## config.mk

```make
export PLATFORM = sky130hd
export DESIGN_NAME = uart_tx_buffered
export DESIGN_NICKNAME = d
export VERILOG_FILES = /design/src/rtl/uart_tx_buffered.sv
export SDC_FILE = /design/constraint.sdc
export NUM_CORES = 1
export LEC_CHECK = 0
export ABC_CLOCK_PERIOD_IN_PS = 3800
export CAP_MARGIN = 15
export CORE_MARGIN = 5
export CORE_UTILIZATION = 61
export CTS_CLUSTER_DIAMETER = 150
export DETAILED_ROUTE_END_ITERATION = 7
export PLACE_DENSITY = 0.88
export SLEW_MARGIN = 20
export SYNTH_ARGS = -nofsm -noshare
export SYNTH_HDL_FRONTEND = slang
export SYNTH_SLANG_ARGS = --single-unit
```

## constraint.sdc

```tcl
create_clock -name clk -period 3.8 [get_ports clk]
set_clock_uncertainty 0.05 [all_clocks]
set_input_delay 0.76 -clock clk [delete_from_list [all_inputs] [get_ports clk]]
set_output_delay 0.76 -clock clk [all_outputs]
set_load 0.02 [all_outputs]
```

## src/rtl/uart_tx_buffered.sv

```systemverilog
// Buffered UART transmitter: byte FIFO feeding an 8N1 serializer.
// Raises a level interrupt when the last queued byte has left the line.
module uart_tx_buffered #(
    parameter int CLK_FREQ = 50000000,
    parameter int BAUD     = 115200,
    parameter int FIFO_AW  = 4
) (
    input  logic       clk,
    input  logic       rst,
    input  logic [7:0] data_in,
    input  logic       write_enable,
    output logic       write_busy,
    output logic       int_req,
    input  logic       int_ack,
    output logic       tx_idle,
    output logic       com_TxD
);

    localparam int DIV = (CLK_FREQ + BAUD / 2) / BAUD;
    localparam int DEPTH = 2 ** FIFO_AW;
    localparam logic [15:0] DIV_M1 = 16'(DIV - 1);
    localparam logic [FIFO_AW:0] FULL = (FIFO_AW + 1)'(DEPTH);

    typedef enum logic [1:0] {
        IDLE,
        START,
        DATA,
        STOP
    } state_t;

    state_t             state;
    logic [7:0]         mem [DEPTH];
    logic [FIFO_AW-1:0] head;
    logic [FIFO_AW-1:0] tail;
    logic [FIFO_AW:0]   count;
    logic [15:0]        baud_cnt;
    logic [2:0]         bit_idx;
    logic [7:0]         shreg;

    logic push;
    logic pop;
    logic bit_done;
    logic drained;

    assign write_busy = (count == FULL);
    assign tx_idle    = (state == IDLE) && (count == '0);
    assign push       = write_enable && !write_busy;
    assign pop        = (state == IDLE) && (count != '0);
    assign bit_done   = (baud_cnt == DIV_M1);
    // count here is the pre-push value, so a same-cycle write still fires it
    assign drained    = (state == STOP) && bit_done && (count == '0);

    always_ff @(posedge clk) begin
        if (push && !rst)
            mem[tail] <= data_in;
    end

    always_ff @(posedge clk) begin
        if (rst) begin
            state    <= IDLE;
            head     <= '0;
            tail     <= '0;
            count    <= '0;
            baud_cnt <= '0;
            bit_idx  <= '0;
            shreg    <= '0;
            com_TxD  <= 1'b1;
            int_req  <= 1'b0;
        end else begin
            if (push)
                tail <= tail + 1'b1;
            if (pop)
                head <= head + 1'b1;
            if (push && !pop)
                count <= count + 1'b1;
            else if (pop && !push)
                count <= count - 1'b1;

            if (drained)
                int_req <= 1'b1;
            else if (int_ack)
                int_req <= 1'b0;

            if (state == IDLE || bit_done)
                baud_cnt <= '0;
            else
                baud_cnt <= baud_cnt + 1'b1;

            unique case (state)
                IDLE: begin
                    com_TxD <= 1'b1;
                    if (pop) begin
                        shreg   <= mem[head];
                        com_TxD <= 1'b0;
                        state   <= START;
                    end
                end
                START: begin
                    if (bit_done) begin
                        com_TxD <= shreg[0];
                        shreg   <= shreg >> 1;
                        bit_idx <= '0;
                        state   <= DATA;
                    end
                end
                DATA: begin
                    if (bit_done) begin
                        if (bit_idx == 3'd7) begin
                            com_TxD <= 1'b1;
                            state   <= STOP;
                        end else begin
                            com_TxD <= shreg[0];
                            shreg   <= shreg >> 1;
                            bit_idx <= bit_idx + 1'b1;
                        end
                    end
                end
                STOP: begin
                    com_TxD <= 1'b1;
                    if (bit_done)
                        state <= IDLE;
                end
                default: state <= IDLE;
            endcase
        end
    end

endmodule

```

# Word level (Yosys, flattened, before mapping)
# Memory sizes are Yosys's and may differ from the RTL's. A register that Yosys moved wholly into a read port is not among the register bits.
# Cells that the tools add are included.
[classes]
n_addsub = 6
mul = 0
div_mod_pow = 0
n_lt_le_gt_ge = 0
n_eq_ne = 12
n_shift = 0
n_mux = 28
n_bitwise = 0
n_reduce_logical = 25
[op_table]
columns = ["cell", "count"]
rows = [
  ["8-bit two-way mux", 4],
  ["8-bit one-hot mux with 3 select lines", 1],
  ["16-bit by 1-bit adder with 16-bit output, second input constant", 1],
  ["16-bit by 9-bit equality test with 1-bit output, second input constant", 1],
  ["2-bit inequality test, second input constant", 6],
  ["2-bit two-way mux", 5],
  ["5-bit two-way mux", 2],
  ["5-bit AND reduction", 2],
  ["3-bit two-way mux", 3],
  ["4-bit by 1-bit adder with 4-bit output, second input constant", 2],
  ["1-bit logical AND", 8],
  ["1-bit two-way mux", 8],
  ["4-bit two-way mux", 2],
  ["2-bit one-hot mux with 4 select lines", 1],
  ["3-bit one-hot mux with 2 select lines", 1],
  ["2-bit nonzero test", 3],
  ["5-bit by 1-bit adder with 5-bit output, second input constant", 1],
  ["5-bit equality test, second input constant", 1],
  ["5-bit logical NOT", 1],
  ["5-bit nonzero test", 1],
  ["5-bit by 1-bit subtractor with 5-bit output, second input constant", 1],
  ["2-bit equality test, second input constant", 2],
  ["1-bit logical NOT", 4],
  ["1-bit one-hot mux with 4 select lines", 1],
  ["9 further kinds", 9],
]
[totals]
ff_bits = 44
latch_bits = 0
ram_bits = 128
rom_bits = 0
in_bits = 12
out_inout_bits = 4
mem_count = 1
[memory_table]
columns = ["name", "words", "width", "rd", "rd_ports_with_merged_regs", "write_ports", "line", "rtl"]
rows = [
  ["mem", 16, 8, 1, 1, 1, "32", "logic [7:0] mem [DEPTH];"],
]

# Logic depth before layout (Yosys ltp)
[depth]
depth_word = 7
mapped_depth = 11
depth_no_buf = 11

# Least setup slack after synthesis
# OpenSTA, ideal clock, no wires.
[synth_timing]
kind = "register to register"
start = "reg count[0]"
end = "reg count[4]"
arrival_ps = 2788
required_ps = 3679
path_slack_ps = 892
stages_incl_launch_ff = 11
path_buffers = 0
period_less_slack_ps = 2908
cell_sequence = "dfxtp_1 or4_1 o21ai_1 ha_1 inv_1 fa_1 a21o_1 a21oi_1 xnor2_1 or3_1 a21oi_1"
[synth_via]
elab_chain_cells = 6
elab_cells_between_ends = 14
[synth_rtl]
columns = ["element", "line", "rtl"]
rows = [
  ["from (decl)", "35", "logic [FIFO_AW:0] count;"],
  ["from (signal assigned)", "75", "count <= count + 1'b1;"],
  ["from (signal assigned)", "77", "count <= count - 1'b1;"],
  ["branches (longest 6 deep; another with 5-bit by 1-bit subtractor with 5-bit output)", "--", ""],
]
# Several ways; the timed one is not identified. The select of a mux whose other input is x is not followed.
# A chain may end at the register's enable or synchronous reset.

# Worst setup path after layout
[layout_timing]
start = "reg count[0]"
end = "out tx_idle"
[layout_via]
elab_chain_cells = 2
[layout_rtl]
columns = ["element", "line", "rtl"]
rows = [
  ["5-bit logical NOT", "46", "assign tx_idle = (state == IDLE) && (count == '0);"],
  ["1-bit logical AND", "46", ""],
  ["to (decl)", "15", "output logic tx_idle,"],
]
# No other way between the ends.

==> results.json <==
{
  "areaGrowthSynthToFinish_pct": 12.0,
  "powerDensity_nw_per_um2": 662,
  "synth_ff_type": "edfxtp_1",
  "crit_chain": "or4_1 -> nor2_1 -> and2_1 -> clkdlybuf4s50_1",
  "period_share_pct": 85.7,
  "status": "finished clean",
  "first_pass_iters": 6,
  "worst_pin_slew_ns": 1.05,
  "cts_root_buffer": "clkbuf_16",
  "slew_headroom_pct": 29.9,
  "holdCritPathClass": "flip-flop to flip-flop",
  "synth.area.top_cells": "edfxtp_1 52%, dfxtp_1 13%, mux4_2 6.1%",
  "synthArstFlopShare_pct": 0,
  "drive_gt1_share_pct": 12.8,
  "clock-sinks": 176,
  "min_period_ns": 3.26,
  "cp_slowest_cell": "clkdlybuf4s50_1",
  "setup_ws_ns": 0.542,
  "start_util_pct": 61.8,
  "dr_wl_met3_um": 901,
  "drcViolationCount": 0,
  "ys_warn_count": 0,
  "gp_congestion": 0.908,
  "antenna_found_initial": 0,
  "cp_max_fo": 5,
  "cts_buffers": 17,
  "crit_family": "simple AND/OR/NAND/NOR gates",
  "rsz0062_at_grt": "no",
  "dieArea_sq_um": 14400,
  "critPathKind": "flip-flop to primary output",
  "cts_setup_buffers": 0,
  "utilization_pct": 69.3,
  "wl_met1_um": 5840,
  "netlist_area_sq_um": 7390,
  "grt_first_pass_wirelength_um": 23100,
  "placed_cell_area_sq_um": 7680,
  "netlist_instances": 517,
  "grt_max_degree": 40,
  "required_ns": 2.99,
  "cts_tree": "built",
  "r2r.worst_path.cells": 10,
  "die_h_um": 120,
  "core_area_sq_um": 12000,
  "ys_seq_area_share_pct": 65.0,
  "first_iter_violations": 381,
  "viasPerCell": 6.30,
  "clk_latency_ns": 0.43,
  "chipWidth_um": 120,
  "holdPathStages": 1,
  "clockBufferDepth": 2,
  "yosys.area.top_type": "edfxtp_1",
  "crit_path_start_kind": "flip-flop",
  "setup_viol": 0,
  "synth_area_per_cell_sq_um": 14.3,
  "worstPathArrival_ns": 2.45,
  "p_leak_nw": 2.73,
  "critPathMaxStageDelay_ns": 0.60,
  "via_count": 4386,
  "routedWlPerCell_um": 20.9,
  "cts_hold_buf": 0,
  "ant_nets": 0,
  "dpl.hpwl_um": 9430,
  "vdd_drop_max_v": 0.000404,
  "rows": 40,
  "port_buffers": 15,
  "fillers": 763,
  "slew_violations": 0,
  "synth-seq-cells": 176,
  "max_freq_mhz": 307,
  "drt-total-wl_um": 14600,
  "drv_cap": 0,
  "overflow": 0,
  "cp_num_cells": 4,
  "io_pins": 16,
  "dp_worst_setup_slack_ns": 0.601,
  "nNetsFinal": 566,
  "syn_nets": 547,
  "path_buf_inv": 1,
  "fin_area_sq_um": 8280,
  "synth.top_cell.area_share_pct": 52.0,
  "synth_edf_count": 128,
  "cts.repair.resized": 0,
  "clk_pin_slew_worst_paths_ns": 0.07,
  "maxUsedRoutingLayer": "met4",
  "htreeDepth": 4,
  "finalPower_mw": 5.49,
  "met2WireLength_um": 7570,
  "synthDistinctLibCells": 57,
  "crit_path_end_kind": "primary output",
  "final.setup.tns_ns": 0,
  "track_usage_pct": 21.4,
  "antenna_cells": 0,
  "hold_violations": 0,
  "grt_pass1_vias": 4364
}
-- cells in the mapped netlist (all sizes together) (3+ instances only) --
cell type	n
ha	17
o311ai	3
nand3	8
buf	8
a21o	4
o2111ai	3
dfxtp	48
a22o	3
nand2	18
nor2	64
edfxtp	128
a221oi	14
xnor2	10
mux4	20
a21oi	18
mux2i	30
a21boi	3
xor2	10
or4	7
o21a	3
nor4	7
clkbuf	14
or3	9
and2	5
inv	16
o21ai	9
nand4	6
nand2b	6
-- final timing paths --
check	start	to	slack, ns
hold / removal	com_TxD$_SDFFE_PP1P_	com_TxD$_SDFFE_PP1P_	0.41
setup reg to reg	count[0]$_SDFFE_PP0P_	count[4]$_SDFFE_PP0P_	0.59
setup / recovery	count[0]$_SDFFE_PP0P_	tx_idle	0.54
hold reg to reg	com_TxD$_SDFFE_PP1P_	com_TxD$_SDFFE_PP1P_	0.41
-- routing by layer --
layer | vias to the layer above | global-route usage (%)
met3 | 26 | 6.17
li1 | 2011 | -
met1 | 2202 | 26.5
met2 | 147 | 36.3
met5 | - | 0
met4 | 0 | 6.73
-- stage by stage --
step	std cells	hold WS (ns)
6_report	696	0.414
5_1_grt	696	0.441
4_1_cts	696	0.421
3_5_place_dp	664	0.409
3_3_place_gp	664	0.395
2_1_floorplan	517	0.395
-- cell type report --
cell class / count / area, sq um / share of cell area [%]
clock buffers: 18 / 429 / 5.18
clock inverters: 14 / 178 / 2.14
inverters: 17 / 63.8 / 0.770
repair buffers: 22 / 203 / 2.45
well taps: 147 / 184 / 2.22
multi-input cells: 302 / 2420 / 29.2
flip-flops and latches: 176 / 4810 / 58.0
-- cell usage in the layout, fill, tap and decap left out, types with 3 or more instances in the layout --
| cell type | count |
|---|---|
| a221oi_1 | 13 |
| nand2b_1 | 6 |
| xnor2_1 | 10 |
| clkdlybuf4s50_1 | 15 |
| o311ai_1 | 3 |
| o2111ai_1 | 3 |
| nand4_1 | 6 |
| edfxtp_1 | 128 |
| ha_1 | 17 |
| nor4_1 | 5 |
| and2_1 | 5 |
| or3_1 | 9 |
| o21a_1 | 3 |
| a21o_1 | 4 |
| a21oi_1 | 18 |
| or4_1 | 5 |
| mux2i_1 | 30 |
| inv_1 | 16 |
| dfxtp_1 | 47 |
| clkbuf_16 | 17 |
| buf_4 | 7 |
| inv_6 | 4 |
| nor2_1 | 63 |
| a22o_1 | 3 |
| mux4_2 | 20 |
| xor2_1 | 10 |
| nand2_1 | 18 |
| o21ai_0 | 8 |
| nand3_1 | 8 |
-- power by group --
| group | internal [mW] | switching, mW | leakage [nW] |
|---|---|---|---|
| Sequential | 2.18 | 0.122 | 1.54 |
| Combinational | 0.625 | 0.783 | 0.893 |
| Clock | 0.995 | 0.784 | 0.289 |
-- state kept, by name, summed over array words and instances, names as in the netlist, named ones only --
name / flops
shreg: 8
count: 5
tail: 4
com_TxD: 1
state: 2
head: 4
int_req: 1
mem: 128
bit_idx: 3
baud_cnt: 16
-- kinds of logic (layout without fill, tap and decap cells) --
group / count (synthesis) / after routing / synth area share [%]
xor gates and xnor gates: 20 / 20 / 2.37
and+or+nand+nor: 138 / 138 / 9.41
buffers and inverters: 39 / 71 / 2.27
AOI/OAI and AO/OA: 74 / 74 / 7.36
adders and majority gates: 18 / 18 / 3.15
DFF: 176 / 176 / 65.0
muxes: 52 / 52 / 10.5
(Power assumes the default switching activity.)
